==> src/rtl/minpool_pkg.sv <==
// Shared constants and types for the min-pool datapath and its stream transmitter.
package minpool_pkg;

  localparam int unsigned DATA_WIDTH  = 8;
  localparam int unsigned IN_DIM      = 8;
  localparam int unsigned WIN         = 3;
  localparam int unsigned OUT_DIM     = IN_DIM - WIN + 1;
  localparam int unsigned FRAME_CNT_W = 16;

  typedef enum logic [0:0] {
    StIdle,
    StSend
  } tx_state_e;

endpackage

==> src/rtl/minpool_stream_tx_if.sv <==
// Valid/ready element stream carrying one pooled element plus its raster position per beat.
interface minpool_stream_tx_if #(
  parameter int unsigned DATA_WIDTH = minpool_pkg::DATA_WIDTH,
  parameter int unsigned ROWS       = minpool_pkg::OUT_DIM,
  parameter int unsigned COLS       = minpool_pkg::OUT_DIM
);

  logic                    m_valid;
  logic                    m_ready;
  logic [DATA_WIDTH-1:0]   m_data;
  logic [$clog2(ROWS)-1:0] m_row;
  logic [$clog2(COLS)-1:0] m_col;
  logic                    m_last;

  modport master (
    output m_valid,
    output m_data,
    output m_row,
    output m_col,
    output m_last,
    input  m_ready
  );

  modport slave (
    input  m_valid,
    input  m_data,
    input  m_row,
    input  m_col,
    input  m_last,
    output m_ready
  );

endinterface

==> src/rtl/minpool_rc_counter.sv <==
// Row/column raster counter: col advances on en, wraps into row; last flags the final element.
module minpool_rc_counter #(
  parameter int unsigned ROWS = 6,
  parameter int unsigned COLS = 6
) (
  input  logic                    clk,
  input  logic                    rst,
  input  logic                    clr,
  input  logic                    en,
  output logic [$clog2(ROWS)-1:0] row,
  output logic [$clog2(COLS)-1:0] col,
  output logic                    last,
  output logic                    wrap
);

  localparam int unsigned ROW_W = $clog2(ROWS);
  localparam int unsigned COL_W = $clog2(COLS);

  logic [ROW_W-1:0] row_q, row_d;
  logic [COL_W-1:0] col_q, col_d;
  logic             col_end;
  logic             row_end;

  assign col_end = (col_q == COL_W'(COLS - 1));
  assign row_end = (row_q == ROW_W'(ROWS - 1));

  always_comb begin
    row_d = row_q;
    col_d = col_q;
    if (clr) begin
      row_d = '0;
      col_d = '0;
    end else if (en) begin
      if (col_end) begin
        col_d = '0;
        row_d = row_end ? '0 : row_q + 1'b1;
      end else begin
        col_d = col_q + 1'b1;
      end
    end
  end

  always_ff @(posedge clk or negedge rst) begin
    if (!rst) begin
      row_q <= '0;
      col_q <= '0;
    end else begin
      row_q <= row_d;
      col_q <= col_d;
    end
  end

  assign row  = row_q;
  assign col  = col_q;
  assign last = row_end && col_end;
  assign wrap = en && last;

endmodule

==> src/rtl/minpool_stream_tx.sv <==
// Snapshots a pooled map in one cycle and streams it out in raster order over valid/ready.
// Optional per-frame minimum output enabled by defining MINPOOL_TX_FRAME_MIN_EN.
module minpool_stream_tx #(
  parameter int unsigned DATA_WIDTH = minpool_pkg::DATA_WIDTH,
  parameter int unsigned ROWS       = minpool_pkg::OUT_DIM,
  parameter int unsigned COLS       = minpool_pkg::OUT_DIM
) (
  input  logic                                clk,
  input  logic                                rst,
  input  logic                                map_valid,
  output logic                                map_ready,
  input  logic [ROWS*COLS*DATA_WIDTH-1:0]     pooled_flat,
  minpool_stream_tx_if.master                 m,
  output logic                                frame_done,
  output logic [minpool_pkg::FRAME_CNT_W-1:0] frame_cnt
`ifdef MINPOOL_TX_FRAME_MIN_EN
  ,
  output logic [DATA_WIDTH-1:0]               frame_min,
  output logic                                frame_min_valid
`endif
);

  import minpool_pkg::*;

  localparam int unsigned NUM   = ROWS * COLS;
  localparam int unsigned IDX_W = $clog2(NUM);
  localparam int unsigned ROW_W = $clog2(ROWS);
  localparam int unsigned COL_W = $clog2(COLS);

  tx_state_e                 state_q, state_d;
  logic [NUM*DATA_WIDTH-1:0] snap_q;
  logic [IDX_W-1:0]          idx_q;
  logic                      ready_q;
  logic                      done_q;
  logic [FRAME_CNT_W-1:0]    cnt_q;

  logic                      capture;
  logic                      sending;
  logic                      xfer;
  logic [ROW_W-1:0]          row;
  logic [COL_W-1:0]          col;
  logic                      rc_last;
  logic                      rc_wrap;
  logic [DATA_WIDTH-1:0]     cur_data;

  always_comb begin
    state_d = state_q;
    capture = 1'b0;
    unique case (state_q)
      StIdle: begin
        if (ready_q && map_valid) begin
          capture = 1'b1;
          state_d = StSend;
        end
      end
      StSend: begin
        if (rc_wrap) begin
          state_d = StIdle;
        end
      end
      default: state_d = StIdle;
    endcase
  end

  assign sending  = (state_q == StSend);
  assign xfer     = sending && m.m_ready;
  assign cur_data = snap_q[idx_q*DATA_WIDTH +: DATA_WIDTH];

  minpool_rc_counter #(
    .ROWS (ROWS),
    .COLS (COLS)
  ) u_rc (
    .clk  (clk),
    .rst  (rst),
    .clr  (capture),
    .en   (xfer),
    .row  (row),
    .col  (col),
    .last (rc_last),
    .wrap (rc_wrap)
  );

  // map_ready is registered so it stays low through reset and rises on the first edge after it.
  always_ff @(posedge clk or negedge rst) begin
    if (!rst) begin
      state_q <= StIdle;
      snap_q  <= '0;
      idx_q   <= '0;
      ready_q <= 1'b0;
      done_q  <= 1'b0;
      cnt_q   <= '0;
    end else begin
      state_q <= state_d;
      ready_q <= (state_d == StIdle);
      done_q  <= rc_wrap;
      cnt_q   <= cnt_q + FRAME_CNT_W'(rc_wrap);
      if (capture) begin
        snap_q <= pooled_flat;
        idx_q  <= '0;
      end else if (xfer) begin
        idx_q  <= idx_q + 1'b1;
      end
    end
  end

  assign map_ready  = ready_q;
  assign m.m_valid  = sending;
  assign m.m_data   = sending ? cur_data : '0;
  assign m.m_row    = row;
  assign m.m_col    = col;
  assign m.m_last   = sending && rc_last;
  assign frame_done = done_q;
  assign frame_cnt  = cnt_q;

`ifdef MINPOOL_TX_FRAME_MIN_EN
  logic [DATA_WIDTH-1:0] run_min_q;
  logic [DATA_WIDTH-1:0] beat_min;
  logic [DATA_WIDTH-1:0] fmin_q;
  logic                  fmin_valid_q;

  // Include the beat being transferred so the last element counts toward the published minimum.
  assign beat_min = (cur_data < run_min_q) ? cur_data : run_min_q;

  always_ff @(posedge clk or negedge rst) begin
    if (!rst) begin
      run_min_q    <= '1;
      fmin_q       <= '0;
      fmin_valid_q <= 1'b0;
    end else begin
      fmin_valid_q <= rc_wrap;
      if (capture) begin
        run_min_q <= '1;
      end else if (xfer) begin
        run_min_q <= beat_min;
      end
      if (rc_wrap) begin
        fmin_q <= beat_min;
      end
    end
  end

  assign frame_min       = fmin_q;
  assign frame_min_valid = fmin_valid_q;
`endif

endmodule
==> src/flat_wrapper.sv <==
// flat-port wrapper written by rule: the top's interface ports become plain ports
module minpool_stream_tx_flat import minpool_pkg::*;
#(
  parameter int unsigned DATA_WIDTH = minpool_pkg::DATA_WIDTH,
  parameter int unsigned ROWS       = minpool_pkg::OUT_DIM,
  parameter int unsigned COLS       = minpool_pkg::OUT_DIM
)
  (clk, rst, map_valid, map_ready, pooled_flat, frame_done, frame_cnt, m_m_valid, m_m_data, m_m_row, m_m_col, m_m_last, m_m_ready);
  minpool_stream_tx_if #(.DATA_WIDTH(DATA_WIDTH), .ROWS(ROWS), .COLS(COLS)) m_i ();
  input  logic clk;
  input  logic rst;
  input  logic map_valid;
  output logic map_ready;
  input  logic [ROWS*COLS*DATA_WIDTH-1:0] pooled_flat;
  output logic frame_done;
  output logic [minpool_pkg::FRAME_CNT_W-1:0] frame_cnt;
  output wire logic [$bits(m_i.m_valid)-1:0] m_m_valid;
  output wire logic [$bits(m_i.m_data)-1:0] m_m_data;
  output wire logic [$bits(m_i.m_row)-1:0] m_m_row;
  output wire logic [$bits(m_i.m_col)-1:0] m_m_col;
  output wire logic [$bits(m_i.m_last)-1:0] m_m_last;
  input wire logic [$bits(m_i.m_ready)-1:0] m_m_ready;
  assign m_m_valid = m_i.m_valid;
  assign m_m_data = m_i.m_data;
  assign m_m_row = m_i.m_row;
  assign m_m_col = m_i.m_col;
  assign m_m_last = m_i.m_last;
  assign m_i.m_ready = m_m_ready;
  minpool_stream_tx #(.DATA_WIDTH(DATA_WIDTH), .ROWS(ROWS), .COLS(COLS)) u_core (.clk(clk), .rst(rst), .map_valid(map_valid), .map_ready(map_ready), .pooled_flat(pooled_flat), .m(m_i), .frame_done(frame_done), .frame_cnt(frame_cnt));
endmodule
==> config.mk <==
export PLATFORM = sky130hd
export DESIGN_NAME = minpool_stream_tx_flat
export DESIGN_NICKNAME = d
export VERILOG_FILES = /design/src/rtl/minpool_pkg.sv /design/src/rtl/minpool_stream_tx_if.sv /design/src/rtl/minpool_rc_counter.sv /design/src/rtl/minpool_stream_tx.sv /design/src/flat_wrapper.sv
export SDC_FILE = /design/constraint.sdc
export NUM_CORES = 1
export LEC_CHECK = 0
export CORE_MARGIN = 8
export CORE_UTILIZATION = 55
export CTS_BUF_LIST = sky130_fd_sc_hd__clkbuf_16
export DETAILED_ROUTE_END_ITERATION = 16
export GPL_ROUTABILITY_DRIVEN = 0
export PLACE_DENSITY = 0.92
export SETUP_SLACK_MARGIN = 0.2
export SLEW_MARGIN = 20
export SYNTH_ARGS = -nofsm -noshare
export SYNTH_HDL_FRONTEND = slang
export SYNTH_SLANG_ARGS = --single-unit
==> constraint.sdc <==
create_clock -name clk -period 5.55 [get_ports clk]
set_input_delay 1.3875 -clock clk [delete_from_list [all_inputs] [get_ports clk]]
set_output_delay 1.3875 -clock clk [all_outputs]
set_load 0.05 [all_outputs]
==> results of run 1 <==
## cells by family (layout without fill, tap and decap cells)
| logic type | after synthesis | count (layout) | share of synthesized area (%) |
|---|---|---|---|
| and+or+nand+nor | 939 | 939 | 25.28 |
| adders and majority gates | 3 | 3 | 0.2610 |
| AOI/OAI and AO/OA | 71 | 71 | 3.550 |
| buffers and inverters | 99 | 398 | 3.150 |
| xor gates and xnor gates | 18 | 18 | 1.096 |
| muxes | 90 | 90 | 11.15 |
| DFF | 319 | 319 | 55.51 |
## cell type report
class / count / share of cell area [%]
Sequential cell: 319 / 42.36
Inverter: 5 / 0.09949
Multi-Input combinational cell: 1121 / 31.57
Timing Repair Buffer: 338 / 18.19
Tap cell: 335 / 2.222
Clock buffer: 37 / 4.908
Clock inverter: 18 / 0.6566
## power breakdown
group / internal [mW] / switching [mW]
Clock: 1.28 / 0.897
Sequential: 2.92 / 0.613
Combinational: 1.31 / 1.48
## flip-flops by register name (all words and copies together), names as in the netlist
name               flops
u_core.u_rc.col        3
u_core.map_ready       1
u_core.frame_done      1
u_core.m.m_valid       1
u_core.u_rc.row        3
u_core.idx_q           6
u_core.frame_cnt      16
u_core.snap_q        288
## stage by stage
step | hold WS, ns | cells
floorplan | 0.4373 | 1539
global placement | 0.4528 | 2117
detailed placement | 0.4586 | 2117
CTS | 0.4731 | 2172
global route | 0.4977 | 2173
finish | 0.4747 | 2173
## final timing paths
path	from	end	slack [ns]
max	u_core.idx_q[1]	m_m_data[4]	0.32
min reg2reg	u_core.snap_q[242]	u_core.snap_q[242]	0.47
min	u_core.snap_q[242]	u_core.snap_q[242]	0.47
max reg2reg	u_core.m.m_valid	u_core.snap_q[180]	3.25
max in group asynchronous	rst	u_core.snap_q[209]	3.38
min in group asynchronous	rst	u_core.snap_q[216]	0.95
## metal layers
metal / up-vias / wire length (um)
met5: - / 26
met4: 4 / 3055
met3: 202 / 4659
met2: 779 / 22320
met1: 6055 / 16820
li1: 5513 / -
## critical path, stage by stage, from the launching register on
cell and delay [ns]:
sky130_fd_sc_hd__dfrtp_4 0.83, sky130_fd_sc_hd__nand3b_1 0.54, sky130_fd_sc_hd__o221ai_1 0.38, sky130_fd_sc_hd__a211oi_1 0.13
sky130_fd_sc_hd__a31oi_1 0.37, sky130_fd_sc_hd__a22o_1 0.20, sky130_fd_sc_hd__clkdlybuf4s50_1 0.81
## layout by cell type, fill, tap and decap left out, types with 5 or more instances in the layout
cell                              synthesis  layout
sky130_fd_sc_hd__nand3_1                 12      12
sky130_fd_sc_hd__clkdlybuf4s50_1          0     324
sky130_fd_sc_hd__nor2_1                  11      10
sky130_fd_sc_hd__xor2_1                   6       6
sky130_fd_sc_hd__a211oi_1                 8       8
sky130_fd_sc_hd__xnor2_1                 12      12
sky130_fd_sc_hd__a22o_1                  12      12
sky130_fd_sc_hd__mux4_2                  54      54
sky130_fd_sc_hd__a21oi_1                 13      13
sky130_fd_sc_hd__and2_1                   5       5
sky130_fd_sc_hd__clkbuf_16                0      37
sky130_fd_sc_hd__o221ai_1                 8       8
sky130_fd_sc_hd__inv_1                    5      12
sky130_fd_sc_hd__mux2_2                   8       8
sky130_fd_sc_hd__nand2_1                885     885
sky130_fd_sc_hd__clkinv_1                 0       6
sky130_fd_sc_hd__buf_12                   2       6
sky130_fd_sc_hd__mux2i_1                 26      26
sky130_fd_sc_hd__dfrtp_1                319     317
sky130_fd_sc_hd__buf_4                    4       7
sky130_fd_sc_hd__a22oi_1                 11      11
==> impl_metrics.ini, run 1 <==
[die]
fp.dieW_um = 177.7
floorplan.initialDensity_pct = 55.66
rows = 59
die_height_um = 177.7
die_area_sq_mm = 0.03158
placeableCoreArea_sq_mm = 0.02584
top_level_ports = 326

[detailed_routing]
detail-route-antenna-nets = 0
post_drt_wl_per_cell_um = 21.57
drt_iter0_drc = 1368
iteration_count_of_the_initial_detailed_routing_pass = 6
num_vias = 12550
route.detailed.vias_per_inst = 5.777
remaining_drc_errors = 0
detail_route.wirelength_um = 46880

[pwr]
vdd_drop_max_mv = 0.4588
cellLeakagePower_nw = 9.340
post-layout-total-power_mw = 8.500
power_per_cell_area_mw_per_mm2 = 450.6

[placement]
placement.cell_area_sq_mm = 0.01779
placement.io_buffers = 325
place.detailed.hpwl_um = 33490
pre_cts_slack_ns = 0.8333

[cells_and_area]
nNetsFinal = 2114
utilization_pct = 73.01
multi_input_comb_area_sq_mm = 0.005956
seq_cell_area_sq_mm = 0.007990
antenna-diode-count = 0
flow.area_growth_from_synthesis_pct = 31.17
finish.instance_area_sq_mm = 0.01886
final_layout_size_suffix_gt1_share_pct = 6.638
number_of_fill_cells = 1716

[cts]
cts.path.max_buffers = 3
level_count_of_the_clock_h_tree = 2
cts_num_sinks = 319
cts_hold_buffers_added = 0
worst_setup_hold_path_clk_slew_ns = 0.06
clk-insertion-delay-late_ns = 0.51
cts_tree = built
clk_root_buffer_cell = sky130_fd_sc_hd__clkbuf_16
post_cts_resize_count = 0
cts_inserted_buffers = 34
post-cts-setup-buffers = 0

[yosys]
synth_edf_count = 0
ffs_latches_synth = 319
mapped_area_sq_mm = 0.01438
yosys.cell_count.top_type = sky130_fd_sc_hd__nand2_1
async_flop_share_pct = 100.0
yosysWarningCount = 0
synth_flop_cell = sky130_fd_sc_hd__dfrtp_1
synth_top_cells_by_area = sky130_fd_sc_hd__dfrtp_1 (56%), sky130_fd_sc_hd__nand2_1 (23%), sky130_fd_sc_hd__mux4_2 (8.5%), sky130_fd_sc_hd__clkbuf_1 (1.9%), sky130_fd_sc_hd__mux2i_1 (1.8%)
synth.top_cell.area_share_pct = 55.51
synth-seq-area-share_pct = 55.51
post_synth_top_cells = sky130_fd_sc_hd__nand2_1 (885), sky130_fd_sc_hd__dfrtp_1 (319), sky130_fd_sc_hd__clkbuf_1 (74)
synth_cell_type_count = 43
gate_count_of_the_mapped_netlist = 1539
avgSynthCellArea_sq_um = 9.345
synth_top_area_cell = sky130_fd_sc_hd__dfrtp_1
syn_nets = 1834

[global_route]
grt_util_met1_pct = 35.24
grt_max_degree = 216
groute.usage.overall_pct = 29.18
globalRouteMet2Util_pct = 46.84
groute.layer.met3.usage_pct = 7.362
grt_pass1_vias = 13000
gr-max-usage-layer = met2
grt_first_pass_wirelength_um = 71370
gr-total-overflow = 0
antenna_found_initial = 2

[timing]
unrepaired_setup_endpoints_after_global_routing = no
setup-violations-final = 0
fmaxAchievable_mhz = 191.3
worst-slew-pin-transition_ns = 0.9658
finalWorstPathRequiredPeriod_ns = 5.229
hold_viol_final = 0
drv_slew = 0
tns_ns = 0
worst_slew_margin_relative_to_its_limit_pct = 35.61
final_critical_path_setup_slack_ns = 0.3213
final.setup_skew_ns = 0.008361
final_period_utilization_pct = 94.21

[worst_setup_path]
cp-end-kind = output port
critPathLaunchType = flop
critical_path_maximum_fanout = 47
arrival_ns = 3.84
critPathKind = flop to output port
timing.critical_path.required_ns = 4.16
r2r_cells = 4

[hold_path]
timing.hold.worst_path_depth = 2
hold_path.class = flop to flop

[run_status]
outcome = finished, final reports clean

[job]
drv.max_cap_violation_count = 0
(Power assumes the default switching activity.)
==> run 2, diff against run 1 <==
--- a/config.mk
+++ b/config.mk
@@ -10,7 +10,7 @@
 export CTS_BUF_LIST = sky130_fd_sc_hd__clkbuf_16
 export DETAILED_ROUTE_END_ITERATION = 16
 export GPL_ROUTABILITY_DRIVEN = 0
-export PLACE_DENSITY = 0.92
+export PLACE_DENSITY = 0.94
 export SETUP_SLACK_MARGIN = 0.2
 export SLEW_MARGIN = 20
 export SYNTH_ARGS = -nofsm -noshare
==> run 2 against run 1 <==
Net effect:
- sequential share of layout area decreased by 0.079 points
- first-iteration DRC count increased by 13%
- count of clock-buffer cells in the layout decreased by 2
- non-clock buffer count grew 3
- largest power group unchanged
- combinational power is 2% higher
- largest cell class unchanged
- cell count grew 0.37%
- critical endpoint is now m_m_data[5]
- via count increased by 1.0%
- power is 0.35% lower
==> impl_metrics.ini, run 2 (synthesis results as in run 1) <==
[detailed_routing]
detail_route.wirelength_um = 45970
route.detailed.vias_per_inst = 5.814
drt_iter0_drc = 1552
num_vias = 12680
iteration_count_of_the_initial_detailed_routing_pass = 6
post_drt_wl_per_cell_um = 21.08
detail-route-antenna-nets = 0
remaining_drc_errors = 0

[cells_and_area]
top_register = u_core.snap_q
finish.instance_area_sq_mm = 0.01890
utilization_pct = 73.15
largest_register_ffs = 288
layout.cells.most_common_list = sky130_fd_sc_hd__nand2_1 (885), sky130_fd_sc_hd__clkdlybuf4s50_1 (324), sky130_fd_sc_hd__dfrtp_1 (317)
nNetsFinal = 2117
antenna-diode-count = 0
layout.cells.most_common = sky130_fd_sc_hd__nand2_1
flow.area_growth_from_synthesis_pct = 31.42
final_layout_size_suffix_gt1_share_pct = 6.880
number_of_fill_cells = 1690

[pwr]
power.share.combinational_pct = 33.6
sequential_cell_fraction_of_total_power_pct = 41.3
cellLeakagePower_nw = 9.377
vdd_drop_max_mv = 0.4482
power.clock.fraction_pct = 25.1
p_int_mw = 5.472
post-layout-total-power_mw = 8.471
power_per_cell_area_mw_per_mm2 = 448.2
total_switching_power_mw = 2.999
power.share.switching_pct = 35.40

[worst_setup_path]
critical_path.cell_chain = buf_12 -> buf_4 -> mux2i_1 -> o221ai_1 -> a211oi_1 -> a31oi_1 -> a22o_1 -> clkdlybuf4s50_1
timing.critical_path.required_ns = 4.16
worst_path_max_delay_cell = sky130_fd_sc_hd__clkdlybuf4s50_1
critical_path_maximum_fanout = 45
cp_slowest_stage_delay_ns = 0.72
critPathLaunchType = flop
critPathKind = flop to output port
cp-end-kind = output port
arrival_ns = 3.84

[die]
die_height_um = 177.7
placeableCoreArea_sq_mm = 0.02584
floorplan.initialDensity_pct = 55.66
rows = 59
fp.dieW_um = 177.7
top_level_ports = 326
die_area_sq_mm = 0.03158

[cts]
level_count_of_the_clock_h_tree = 2
cts_num_sinks = 319
worst_setup_hold_path_clk_slew_ns = 0.06
cts.path.max_buffers = 3
cts_tree = built
clk-insertion-delay-late_ns = 0.51
cts_inserted_buffers = 34
clk_root_buffer_cell = sky130_fd_sc_hd__clkbuf_16
cts_hold_buffers_added = 0

[job]
drv.max_cap_violation_count = 0

[timing]
tns_ns = 0
setup-violations-final = 0
worst_slew_margin_relative_to_its_limit_pct = 33.33
worst-slew-pin-transition_ns = 1.000
finalHoldWorstSlack_ns = 0.4711
final_period_utilization_pct = 94.28
fmaxAchievable_mhz = 191.1
drv_slew = 0
final.setup_skew_ns = 0.01957
hold_viol_final = 0
finalWorstPathRequiredPeriod_ns = 5.232
unrepaired_setup_endpoints_after_global_routing = no

[global_route]
gr-total-overflow = 0
groute.usage.overall_pct = 28.55
grt_first_pass_wirelength_um = 70150
grt_max_degree = 132
antenna_found_initial = 0
grt_pass1_vias = 13190

[placement]
place.detailed.hpwl_um = 33370
placement.io_buffers = 325
placement.cell_area_sq_mm = 0.01783

[hold_path]
hold_path.class = flop to flop

[run_status]
outcome = finished, final reports clean
## run 2: changes by cell type in the layout (fill, tap and decap cells not counted)
cell,before,now
sky130_fd_sc_hd__inv_6,0,1
sky130_fd_sc_hd__nor2b_2,0,1
sky130_fd_sc_hd__buf_4,7,9
sky130_fd_sc_hd__clkbuf_16,37,35
sky130_fd_sc_hd__inv_1,12,19
sky130_fd_sc_hd__nor2b_1,4,3
sky130_fd_sc_hd__buf_16,0,1
sky130_fd_sc_hd__clkinv_1,6,4
sky130_fd_sc_hd__a211oi_1,8,7
sky130_fd_sc_hd__clkinvlp_4,0,1
sky130_fd_sc_hd__a211oi_2,0,1
## run 2: layout make-up
cell class              count  area [sq um]  share of cell area, %
clock buffers              35         875.8                  4.634
inverters                   5         18.77                0.09930
flip-flops and latches    319          7990                  42.28
multi-input cells        1121          5963                  31.55
repair buffers            341          3473                  18.38
clock inverters            25         158.9                 0.8408
well taps                 335         419.2                  2.218
## run 2: repair_timing
action,4_1_cts,5_1_grt
setup endpoints to repair,1,2
setup buffers,1,0
gates resized for setup,0,2
endpoints found under the hold margin,0,0
## run 2: per-layer routing
metal	routed length, um	up-vias	global-route usage [%]
met3	4566	230	6.894
met1	16230	6054	34.21
met4	3165	0	17.51
li1	-	5533	-
met2	22010	864	46.26
met5	0	-	0
## run 2: critical path: cells and delay by family (launching register included)
family                 cells  cell delay (ns)
flip-flops                 1             0.62
multiplexers               1             0.24
AO/OA/AOI/OAI              4             1.05
buffers and inverters      3             1.40
## run 2: worst paths after layout
kind / slack, ns / start / cells past startpoint / end
worst max register to register: 3.23 / u_core.m.m_valid / 4 / u_core.snap_q[201]
max in group asynchronous: 3.52 / rst / 2 / u_core.snap_q[8]
worst min register to register: 0.47 / u_core.snap_q[181] / 2 / u_core.snap_q[181]
min in group asynchronous: 0.97 / rst / 1 / u_core.snap_q[195]
worst max-delay path: 0.32 / u_core.idx_q[0] / 8 / m_m_data[5]
worst min-delay path: 0.47 / u_core.snap_q[181] / 2 / u_core.snap_q[181]
## run 2: through the flow
step                      setup WS (ns)  instances
after floorplan                   2.174       1539
after CTS                        0.3629       2181
after global routing             0.2013       2181
after global placement           0.9059       2120
final                            0.3177       2181
after detailed placement         0.7767       2120
## run 2: power groups by stage
stage                     logic (mW)  clock network [mW]  registers (mW)
after detailed placement        2.73                   0            3.52
after global placement          2.61                   0            3.49
after CTS                       2.82                2.14            3.47
after global routing            3.05                2.23            3.54
final                           2.84                2.13            3.50
after floorplan                 1.97                   0            3.25
==> run 3, diff against run 2 <==
--- a/config.mk
+++ b/config.mk
@@ -6,11 +6,11 @@
 export NUM_CORES = 1
 export LEC_CHECK = 0
 export CORE_MARGIN = 8
-export CORE_UTILIZATION = 55
+export CORE_UTILIZATION = 35
 export CTS_BUF_LIST = sky130_fd_sc_hd__clkbuf_16
 export DETAILED_ROUTE_END_ITERATION = 16
 export GPL_ROUTABILITY_DRIVEN = 0
-export PLACE_DENSITY = 0.94
+export PLACE_DENSITY = 0.67
 export SETUP_SLACK_MARGIN = 0.2
 export SLEW_MARGIN = 20
 export SYNTH_ARGS = -nofsm -noshare
==> run 3 against run 2 <==
Net effect:
- register-to-register slack improved by 0.07 ns
- fmax increased by 0.44%
- sequential power barely moved
- first-iteration DRC count decreased by 31%
- wire length rose by 2.6%
- worst hold slack improved by 0.00069 ns
- sequential cell count is the same
- power is 2.0% higher
- via count is 7.1% lower
- non-clock buffer count decreased by 3
- sequential share of layout area decreased by 0.83 points
- die area grew 51%
- largest power group unchanged
- highest routed layer is now met5
==> impl_metrics.ini, run 3 (synthesis results as in run 1) <==
[detailed_routing]
num_vias = 11780
post_drt_wl_per_cell_um = 19.80
remaining_drc_errors = 0
detail_route.wirelength_um = 47150
detail-route-antenna-nets = 0
drt_iter0_drc = 1066
route.detailed.vias_per_inst = 4.946
iteration_count_of_the_initial_detailed_routing_pass = 5

[timing]
finalHoldWorstSlack_ns = 0.4718
final_period_utilization_pct = 93.86
finalWorstPathRequiredPeriod_ns = 5.209
tns_ns = 0
unrepaired_setup_endpoints_after_global_routing = no
setup-violations-final = 0
fmaxAchievable_mhz = 192.0
hold_viol_final = 0
final.setup_skew_ns = 0.01606
worst_slew_margin_relative_to_its_limit_pct = 36.17
drv_slew = 0
worst-slew-pin-transition_ns = 0.9575

[cts]
worst_setup_hold_path_clk_slew_ns = 0.06
cts_tree = built
clk_root_buffer_cell = sky130_fd_sc_hd__clkbuf_16
level_count_of_the_clock_h_tree = 2
cts_hold_buffers_added = 0
cts.path.max_buffers = 3
cts_num_sinks = 319
clk-insertion-delay-late_ns = 0.52
cts_inserted_buffers = 36
post_cts_resize_count = 0
post-cts-setup-buffers = 1

[cells_and_area]
flow.area_growth_from_synthesis_pct = 34.04
final_layout_size_suffix_gt1_share_pct = 7.143
nNetsFinal = 2116
layout.cells.most_common = sky130_fd_sc_hd__nand2_1
finish.instance_area_sq_mm = 0.01928
largest_register_ffs = 288
top_register = u_core.snap_q
layout.cells.most_common_list = sky130_fd_sc_hd__nand2_1 (885), sky130_fd_sc_hd__clkdlybuf4s50_1 (324), sky130_fd_sc_hd__dfrtp_1 (317)

[placement]
place.detailed.hpwl_um = 34910
placement.cell_area_sq_mm = 0.01808
placement.io_buffers = 325

[die]
rows = 74
placeableCoreArea_sq_mm = 0.04074
fp.dieW_um = 218.7
floorplan.initialDensity_pct = 35.30
die_area_sq_mm = 0.04783
top_level_ports = 326
die_height_um = 218.7

[worst_setup_path]
critPathKind = flop to output port
critPathLaunchType = flop
cp-end-kind = output port
arrival_ns = 3.82
critical_path_maximum_fanout = 34
timing.critical_path.required_ns = 4.16

[global_route]
antenna_found_initial = 2
grt_max_degree = 145
grt_pass1_vias = 12390
groute.usage.overall_pct = 19.32
grt_first_pass_wirelength_um = 71500
gr-total-overflow = 0

[pwr]
cellLeakagePower_nw = 9.411
vdd_drop_max_mv = 0.2203
power_per_cell_area_mw_per_mm2 = 448.1

[run_status]
outcome = finished, final reports clean

[hold_path]
hold_path.class = flop to flop

[job]
drv.max_cap_violation_count = 0
run 3: cell types whose count changed in the layout (fill, tap and decap cells not counted), moves of 2 or more:
cell,previous run,this run
sky130_fd_sc_hd__clkbuf_16,35,37
sky130_fd_sc_hd__buf_12,6,8
sky130_fd_sc_hd__clkinv_2,3,5
sky130_fd_sc_hd__bufinv_16,2,4
sky130_fd_sc_hd__buf_4,9,4
sky130_fd_sc_hd__inv_1,19,13
sky130_fd_sc_hd__clkinv_1,4,6
run 3: worst paths after layout:
path                       cells past startpoint                   end  slack [ns]               start
max in group asynchronous                      2    u_core.snap_q[148]        3.47                 rst
max reg2reg                                    4    u_core.snap_q[138]        3.30    u_core.m.m_valid
max                                            6           m_m_data[2]        0.34     u_core.idx_q[1]
min in group asynchronous                      1  u_core.frame_cnt[15]        0.95                 rst
min reg2reg                                    2    u_core.snap_q[157]        0.47  u_core.snap_q[157]
min                                            2    u_core.snap_q[157]        0.47  u_core.snap_q[157]
run 3: final cells by class:
class                   instances  area [sq um]
repair buffers                338          3476
flip-flops and latches        319          7990
multi-input cells            1121          5958
clock buffers                  37         925.9
fillers                      3855         21460
well taps                     532         665.6
clock inverters                28         239.0
inverters                       5         18.77
diodes                          1         2.502
run 3: power by group:
part	total, mW	switching [mW]	internal (mW)
Combinational	2.81	1.49	1.31
Clock	2.36	0.964	1.40
Sequential	3.47	0.549	2.92
run 3: stage by stage:
| step | std cells | utilization, % | setup WS [ns] | power (mW) |
|---|---|---|---|---|
| floorplan | 1539 | - | 2.174 | 5.215 |
| global placement | 2314 | 44.38 | 0.8010 | 6.208 |
| detailed placement | 2314 | 44.38 | 0.7495 | 6.271 |
| CTS | 2380 | 47.31 | 0.3015 | 8.694 |
| global route | 2381 | 47.32 | 0.2116 | 9.098 |
| finish | 2381 | 47.32 | 0.3405 | 8.638 |
run 3: worst max-delay path: stages (launching register included):
cell and delay, ns:
sky130_fd_sc_hd__dfrtp_4 0.76, sky130_fd_sc_hd__nand3b_1 0.52, sky130_fd_sc_hd__o221ai_1 0.43, sky130_fd_sc_hd__a211oi_1 0.14, sky130_fd_sc_hd__a31oi_1 0.41, sky130_fd_sc_hd__a22o_1 0.21
sky130_fd_sc_hd__clkdlybuf4s50_1 0.81
run 3: layer usage:
layer | GRT usage, % | share of wire (%)
met1 | 24.86 | 41
met2 | 30.88 | 47
met3 | 4.936 | 7.6
met4 | 7.829 | 3.8
met5 | 0 | 0.019
